--- src/rtl/flash_pkg.sv ---
// Shared mode codes and widths for the flash-rate engine.
package flash_pkg;
    localparam logic [2:0] MODE_OFF1   = 3'd0;
    localparam logic [2:0] MODE_ON     = 3'd1;
    localparam logic [2:0] MODE_OFF2   = 3'd2;
    localparam logic [2:0] MODE_FLASH1 = 3'd3;
    localparam logic [2:0] MODE_OFF3   = 3'd4;
    localparam logic [2:0] MODE_FLASH2 = 3'd5;

    localparam logic [1:0] RATE_MAX        = 2'd3;
    localparam int         EIGHTHS_PER_SEC = 8;
    localparam int         PHASE_CNT_W     = 7;

    function automatic logic is_flash(input logic [2:0] m);
        return (m == MODE_FLASH1) || (m == MODE_FLASH2);
    endfunction
endpackage

--- src/rtl/eighth_tick_gen.sv ---
// Prescaler producing a one-cycle tick every TICKS_PER_EIGHTH clocks.
module eighth_tick_gen #(
    parameter int TICKS_PER_EIGHTH = 12_500_000,
    parameter int PRESCALE_W       = (TICKS_PER_EIGHTH > 1) ? $clog2(TICKS_PER_EIGHTH) : 1
) (
    input  logic clk,
    input  logic reset,
    input  logic clear,
    output logic tick
);
    localparam logic [PRESCALE_W-1:0] LAST = PRESCALE_W'(TICKS_PER_EIGHTH - 1);

    logic [PRESCALE_W-1:0] count;

    assign tick = (count == LAST);

    always_ff @(posedge clk or posedge reset) begin
        if (reset)
            count <= '0;
        else if (clear || tick)
            count <= '0;
        else
            count <= count + 1'b1;
    end
endmodule

--- src/rtl/flash_rate_engine.sv ---
// LED driver for the master FSM modes; holds the two flash-rate exponents.
// Build option PHASE_RESTART_EN restarts the current phase on an accepted rate change.
module flash_rate_engine
    import flash_pkg::*;
#(
    parameter int TICKS_PER_EIGHTH = 12_500_000,
    parameter int PRESCALE_W       = (TICKS_PER_EIGHTH > 1) ? $clog2(TICKS_PER_EIGHTH) : 1
) (
    input  logic       clk,
    input  logic       reset,
    input  logic [2:0] mode,
    input  logic       shift_left1,
    input  logic       shift_right1,
    input  logic       shift_left2,
    input  logic       shift_right2,
    output logic       led,
    output logic [1:0] rate1,
    output logic [1:0] rate2
);
    logic [2:0]             prev_mode;
    logic [PHASE_CNT_W-1:0] phase, phase_n, limit;
    logic [1:0]             rate1_n, rate2_n;
    logic                   led_n, in_flash, entry, restart, clear, tick;

    eighth_tick_gen #(
        .TICKS_PER_EIGHTH(TICKS_PER_EIGHTH),
        .PRESCALE_W      (PRESCALE_W)
    ) u_tick (
        .clk  (clk),
        .reset(reset),
        .clear(clear),
        .tick (tick)
    );

    always_comb begin
        in_flash = is_flash(mode);
        entry    = in_flash && (mode != prev_mode);

        rate1_n = rate1;
        if (shift_left1 && !shift_right1 && rate1 != RATE_MAX)
            rate1_n = rate1 + 1'b1;
        else if (shift_right1 && !shift_left1 && rate1 != 2'd0)
            rate1_n = rate1 - 1'b1;

        rate2_n = rate2;
        if (shift_right2 && !shift_left2 && rate2 != RATE_MAX)
            rate2_n = rate2 + 1'b1;
        else if (shift_left2 && !shift_right2 && rate2 != 2'd0)
            rate2_n = rate2 - 1'b1;

`ifdef PHASE_RESTART_EN
        restart = ((mode == MODE_FLASH1) && (rate1_n != rate1)) ||
                  ((mode == MODE_FLASH2) && (rate2_n != rate2));
`else
        restart = 1'b0;
`endif

        // Compare limit is L-1 taken from the registered rate, so a rate
        // drop below the current count toggles on the very next tick.
        if (mode == MODE_FLASH1)
            limit = (PHASE_CNT_W'(EIGHTHS_PER_SEC) << rate1) - PHASE_CNT_W'(1);
        else
            limit = (PHASE_CNT_W'(EIGHTHS_PER_SEC) >> rate2) - PHASE_CNT_W'(1);

        clear = !in_flash || entry || restart;

        led_n = led;
        unique case (mode)
            MODE_ON:                  led_n = 1'b1;
            MODE_FLASH1, MODE_FLASH2: begin
                if (entry)
                    led_n = 1'b1;
                else if (tick && !restart && phase >= limit)
                    led_n = ~led;
            end
            MODE_OFF1, MODE_OFF2, MODE_OFF3: led_n = 1'b0;
            default:                  led_n = 1'b0;
        endcase

        phase_n = phase;
        if (clear)
            phase_n = '0;
        else if (tick)
            phase_n = (phase >= limit) ? '0 : phase + 1'b1;
    end

    always_ff @(posedge clk or posedge reset) begin
        if (reset) begin
            led       <= 1'b0;
            rate1     <= 2'd0;
            rate2     <= 2'd0;
            phase     <= '0;
            prev_mode <= MODE_OFF1;
        end else begin
            led       <= led_n;
            rate1     <= rate1_n;
            rate2     <= rate2_n;
            phase     <= phase_n;
            prev_mode <= mode;
        end
    end
endmodule

--- config.mk ---
export PLATFORM = sky130hd
export DESIGN_NAME = flash_rate_engine
export DESIGN_NICKNAME = d
export VERILOG_FILES = /design/src/rtl/flash_pkg.sv /design/src/rtl/eighth_tick_gen.sv /design/src/rtl/flash_rate_engine.sv
export SDC_FILE = /design/constraint.sdc
export NUM_CORES = 1
export LEC_CHECK = 0
export BUFFER_PORTS_ARGS = -buffer_cell sky130_fd_sc_hd__buf_2
export CAP_MARGIN = 20
export CORE_MARGIN = 3
export CORE_UTILIZATION = 34
export CTS_BUF_LIST = sky130_fd_sc_hd__clkbuf_16
export DETAILED_ROUTE_END_ITERATION = 16
export SLEW_MARGIN = 20
export SYNTH_ARGS = -nofsm -noshare
export SYNTH_HDL_FRONTEND = slang
export SYNTH_HIERARCHICAL = 1
export SYNTH_SLANG_ARGS = --single-unit
--- constraint.sdc ---
create_clock -name clk -period 2.68 [get_ports clk]
set_input_delay 0.268 -clock clk [delete_from_list [all_inputs] [get_ports clk]]
set_output_delay 0.268 -clock clk [all_outputs]
set_load 0.05 [all_outputs]
==> impl_metrics.toml, run 1 <==
[run_status]
outcome = "complete, no violations"

[finish]
fin_cells = 335
fill_cells = 627
antennaDiodeCount = 0
ff_latch_area_um2 = 978
multi_input_area_mm2 = 0.00123
nets = 277
layout-drive-gt1-share_pct = 14.3
final_util_pct = 39.8
stdcell_area_mm2 = 0.00257
syn2layout_area_growth_pct = 11.8

[pwr]
power.switching_mw = 0.420
power.density_mw_per_mm2 = 559
vdd_ir_drop_max_mv = 0.501
seqPwrFrac_pct = 45.7
clkPwrFrac_pct = 38.9
p_leak_nw = 0.995
combinationalPowerShare_pct = 15.4
swShare_pct = 29.2
finalPower_mw = 1.44
p_int_mw = 1.02

[clock_network]
clk_latency_ns = 0.28
cts_tree = "yes"
cts_resized = 0
cts_buffers = 5
cts_sinks = 39
postCtsSetupRepairBufs = 0
clkTransAtPathRegs_ns = 0.06
h-tree-depth = 2
clk_path_buf_depth = 2
root_buffer = "clkbuf_16"
cts_hold_buf = 0

[grt]
busiest_layer = "met1"
grt_overflow = 0
grt_max_degree = 25
met3_usage_pct = 3.07
grt_pass1_vias = 1664
grt_use_total_pct = 13.4
grtUsageMet2_pct = 19.2
use_met1_pct = 19.8
grt_antenna_before_repair = 0
grt_pass1_wl_mm = 8.18

[timing]
max_freq_ghz = 0.408
skew_ns = 0.00781
period_minus_slack_ns = 2.45
hold_viol = 0
rsz0062_at_grt = "no"
finalSetupViolCount = 0
fin_ws_ns = 0.230
fin_tns_setup_ns = 0
worst_slew_pin_slew_ns = 0.928
slew-limit-headroom_pct = 38.1
fin_crit_sh_pct = 91.4
slew_viol_final = 0
holdWs_ns = 0.0714

[worst_setup_path]
max_stage_delay_ns = 0.43
timing.rr.end = "led"
cp-start-kind = "register"
rrSetupSlack_ns = 0.23
cp.required_ns = 2.85
crit_fanout = 9
crit_arrival_ns = 2.62
worst-r2r-cell-count = 10
reg2reg_from = "rate2[1]"
path_common_cell = "a31oi_1"
path_cells = "nand2_1 -> or2_4 -> ha_4 -> nor2_1 -> a31oi_1 -> ha_1 -> a21oi_1 -> a31oi_1 -> a311o_1 -> mux2_4"
crit_type = "register to register"
slowest_stage = "dfrtp_2"
critical_path.endpoint_type = "register"

[synth]
ys.flop_type = "dfrtp_1"
ys_warn_count = 6
synth-edff-count = 0
ys_ff_latch = 39
synth.area.top_cells = "dfrtp_1 (42%), ha_1 (5.4%), nor2_1 (4.2%), xnor2_1 (3.8%), a21oi_1 (3.5%)"
synth-seq-area-share_pct = 42.5
async_reset_ff_share_pct = 100
synthCells = 243
yosysTopAreaCellShare_pct = 42.5
synth_top_cell_by_area = "dfrtp_1"
synthesis.nets = 262
avgSynthCellArea_um2 = 9.46
synthesis.area_mm2 = 0.00230
synth.distinct_cells = 43

[detailed_routing]
via_per_inst = 5.19
drt_iter0_drc = 89
vias = 1738
drc = 0
routed_wl_mm = 4.64
ant_nets = 0
avgRoutedWirePerCell_um = 13.8
first_pass_iters = 4

[floorplanning]
rows = 29
die_h_um = 88.2
die_area_mm2 = 0.00778
initial_core_util_pct = 35.6
coreArea_mm2 = 0.00646
io_pins = 14
die_w_um = 88.2

[placement]
post-dp-hpwl_mm = 3.19
pre_cts_ws_ns = 0.0854
numPortBuffers = 13
dpl_cell_area_mm2 = 0.00244
place_inst = 328
place_congestion = 0.883

[job]
cap_violations = 0

[worst_hold_path]
min_path_type = "input pin to async pin"
[state kept, by name, summed over array words and instances (netlist names)]
name / flops
u_tick/count: 24
prev_mode: 3
led: 1
phase: 7
rate2: 2
rate1: 2
[layout make-up]
class	instances	area share, %
Sequential cell	39	38.1
Multi-Input combinational cell	185	48.0
Timing Repair Buffer	16	3.41
Clock buffer	5	4.87
Inverter	11	1.61
Clock inverter	2	0.292
Tap cell	77	3.75
[cells in the mapped netlist (2+ instances only)]
| cell | count |
|---|---|
| dfrtp_1 | 39 |
| nor2_1 | 26 |
| nand2_1 | 17 |
| a21oi_1 | 16 |
| nand3_1 | 12 |
| o21ai_0 | 12 |
| inv_1 | 11 |
| ha_1 | 10 |
| xnor2_1 | 10 |
| or3_1 | 9 |
| nand4_1 | 8 |
| o31ai_1 | 7 |
| and4_1 | 5 |
| nor4_1 | 5 |
| xor2_1 | 5 |
| buf_6 | 4 |
| nor2b_1 | 4 |
| or4_1 | 4 |
| a21oi_2 | 3 |
| buf_2 | 3 |
| nand2b_1 | 3 |
| or4_4 | 3 |
| a31oi_1 | 2 |
| and3b_1 | 2 |
| and4bb_1 | 2 |
| nand3_2 | 2 |
| nand3b_1 | 2 |
| or2_2 | 2 |
[per-layer routing]
layer | share of wire [%] | vias up
met5 | 0 | -
li1 | - | 911
met2 | 43 | 22
met4 | 1.4 | 0
met3 | 2.5 | 8
met1 | 53 | 797
[critical path, delay by kind of cell (launching register included)]
kind | cells | cell delay [ns]
and+or+nand+nor | 3 | 0.43
AOI/OAI and AO/OA | 4 | 0.66
muxes | 1 | 0.30
DFF | 1 | 0.43
adders and majority gates | 2 | 0.50
[how the worst max path moves through the flow]
stage	slack, ns	start	cells after the start	endpoint
2_1_floorplan	0.02	rate2[1]	10	led
3_5_place_dp	0.09	mode[2]	12	led
5_1_grt	0.07	rate2[1]	10	phase[5]
4_1_cts	0.21	rate2[1]	10	led
3_3_place_gp	0.14	mode[2]	11	led
6_report	0.23	rate2[1]	10	led
[layout by cell type, fill, tap and decap left out, drive strengths merged, types with 4 or more instances in the layout]
cell / Yosys / routed
clkbuf: 1 / 5
inv: 11 / 13
nand3: 14 / 14
o31ai: 7 / 7
dfrtp: 39 / 39
nor4: 5 / 5
nor2: 26 / 26
xnor2: 10 / 10
buf: 7 / 16
nand4: 9 / 9
or3: 9 / 9
o21ai: 12 / 12
and4: 6 / 6
ha: 10 / 10
nor2b: 4 / 4
nand2: 17 / 17
a21oi: 19 / 19
xor2: 5 / 5
or4: 7 / 7
[cells by family (layout without fill, tap and decap cells)]
| family | count (synthesis) | after routing | share of synthesized area, % |
|---|---|---|---|
| simple gates | 111 | 111 | 28.0 |
| compound gates | 47 | 47 | 12.7 |
| flops | 39 | 39 | 42.5 |
| buf+inv | 19 | 34 | 4.57 |
| xor+xnor | 15 | 15 | 5.72 |
| fa+ha+maj | 10 | 10 | 5.44 |
| mux | 2 | 2 | 1.09 |
[power groups by stage]
stage               logic (mW)  registers, mW  clock network, mW
floorplan               0.0984          0.728                  0
global placement         0.221          0.667                  0
detailed placement       0.224          0.668                  0
CTS                      0.225          0.657              0.564
global route             0.247          0.662              0.599
finish                   0.221          0.656              0.559
(Power assumes the default switching activity.)
==> run 2, diff against run 1 <==
GPL_ROUTABILITY_DRIVEN = 0   (was not set)
RECOVER_POWER = 50   (was not set)
==> run 2 against run 1 <==
Against the previous run:
- clock power hardly changed
- hold slack worse by 0.0087 ns
- die area stayed put
- combinational power hardly changed
- sequential power hardly changed
- global-route usage stayed put
- clock skew hardly changed
- first-iteration DRC count is 9.0% lower
- sequential share of layout area is 0.11 points higher
- largest power group unchanged
- sequential cell count stayed put
- non-clock buffer count stayed put
==> impl_metrics.toml, run 2 (same netlist as run 1, synthesis figures left out) <==
[run_status]
outcome = "complete, no violations"

[clock_network]
clkTransAtPathRegs_ns = 0.06
cts_sinks = 39
cts_resized = 0
cts_buffers = 5
postCtsSetupRepairBufs = 0
cts_hold_buf = 0
cts_tree = "yes"
root_buffer = "clkbuf_16"
clk_path_buf_depth = 2
clk_latency_ns = 0.28
h-tree-depth = 2

[floorplanning]
io_pins = 14
die_area_mm2 = 0.00778
initial_core_util_pct = 35.6
rows = 29
die_h_um = 88.2
die_w_um = 88.2
coreArea_mm2 = 0.00646

[placement]
dpl_cell_area_mm2 = 0.00244
post-dp-hpwl_mm = 3.19
numPortBuffers = 13

[worst_setup_path]
critical_path.endpoint_type = "register"
crit_type = "register to register"
cp.required_ns = 2.85
cp-start-kind = "register"
crit_arrival_ns = 2.62
rrSetupSlack_ns = 0.23
crit_fanout = 9

[timing]
rsz0062_at_grt = "no"
hold_viol = 0
max_freq_ghz = 0.408
fin_crit_sh_pct = 91.5
skew_ns = 0.00798
slew-limit-headroom_pct = 37.2
slew_viol_final = 0
period_minus_slack_ns = 2.45
fin_tns_setup_ns = 0
finalSetupViolCount = 0
worst_slew_pin_slew_ns = 0.940

[detailed_routing]
via_per_inst = 5.21
drt_iter0_drc = 81
drc = 0
avgRoutedWirePerCell_um = 13.9
routed_wl_mm = 4.65
vias = 1744
first_pass_iters = 4
ant_nets = 0

[finish]
largest-register = "u_tick/count"
antennaDiodeCount = 0
fill_cells = 626
stdcell_area_mm2 = 0.00256
layout-drive-gt1-share_pct = 12.8
ff_latch_area_um2 = 978
multi_input_area_mm2 = 0.00123
final_common_cell = "dfrtp_1"
largest_reg_flops = 24
nets = 277
layout_common_cells = "dfrtp_1 (37), nor2_1 (26), nand2_1 (17), a21oi_1 (16), inv_1 (13)"
reg_top3 = "u_tick/count (24), phase (7), prev_mode (3)"
syn2layout_area_growth_pct = 11.4

[pwr]
power.density_mw_per_mm2 = 560
finalPower_mw = 1.44
swShare_pct = 29.3
combinationalPowerShare_pct = 15.3
seqPwrFrac_pct = 45.7
power.switching_mw = 0.420
vdd_ir_drop_max_mv = 0.501
clkPwrFrac_pct = 38.9
p_int_mw = 1.02
p_leak_nw = 0.983

[grt]
grt_use_total_pct = 13.4
grt_overflow = 0
grt_max_degree = 25
grt_pass1_vias = 1664
grt_pass1_wl_mm = 8.18
grt_antenna_before_repair = 0

[worst_hold_path]
min_path_type = "input pin to async pin"

[job]
cap_violations = 0
## run 2: cell types whose count changed in the layout (fill, tap and decap cells not counted), sizes merged
cell    change
buf         -4
clkbuf      +4
## run 2: layer usage
layer	up-vias	GRT usage (%)	wire length, µm	part of all wire [%]
met4	0	4.26	66	1.4
met5	-	0	0	0
li1	911	-	-	-
met2	25	19.2	2000	43
met1	800	19.8	2460	53
met3	8	3.07	127	2.7
## run 2: worst max-delay path, stage by stage (launching register included)
cell and delay (ns):
dfrtp_2 0.43, nand2_1 0.09, or2_4 0.24, ha_4 0.17
nor2_1 0.10, a31oi_1 0.06, ha_1 0.33, a21oi_1 0.15
a31oi_1 0.10, a311o_1 0.36, mux2_4 0.30
## run 2: metrics by stage
stage	std cells	hold slack (ns)	util (%)	setup slack (ns)
final	335	0.0627	39.7	0.229
after global routing	335	0.138	39.7	0.0735
after CTS	335	0.109	39.8	0.212
after detailed placement	328	0.400	37.7	0.0854
after global placement	328	0.394	37.7	0.136
after floorplan	243	0.169	-	0.0191
## run 2: final cells by class
class	count	area share [%]
Timing Repair Buffer	16	3.13
Clock buffer	5	4.89
Clock inverter	2	0.293
Inverter	11	1.61
Tap cell	77	3.76
Sequential cell	39	38.2
Multi-Input combinational cell	185	48.1
## run 2: worst paths after layout
| kind | end | start | depth (start not counted) |
|---|---|---|---|
| hold / removal | prev_mode[1] | reset | 2 |
| setup reg to reg | led | rate2[1] | 10 |
| max in group asynchronous | u_tick/count[3] | reset | 2 |
| hold reg to reg | u_tick/count[0] | u_tick/count[0] | 1 |
| min in group clk | prev_mode[2] | mode[2] | 1 |
| setup / recovery | led | rate2[1] | 10 |
## run 2: power by group through the flow
stage | sequential [mW] | clock, mW | combinational, mW
after floorplan | 0.728 | 0 | 0.0984
after global placement | 0.667 | 0 | 0.221
after detailed placement | 0.668 | 0 | 0.224
after CTS | 0.657 | 0.564 | 0.225
after global routing | 0.662 | 0.599 | 0.245
final | 0.656 | 0.559 | 0.220
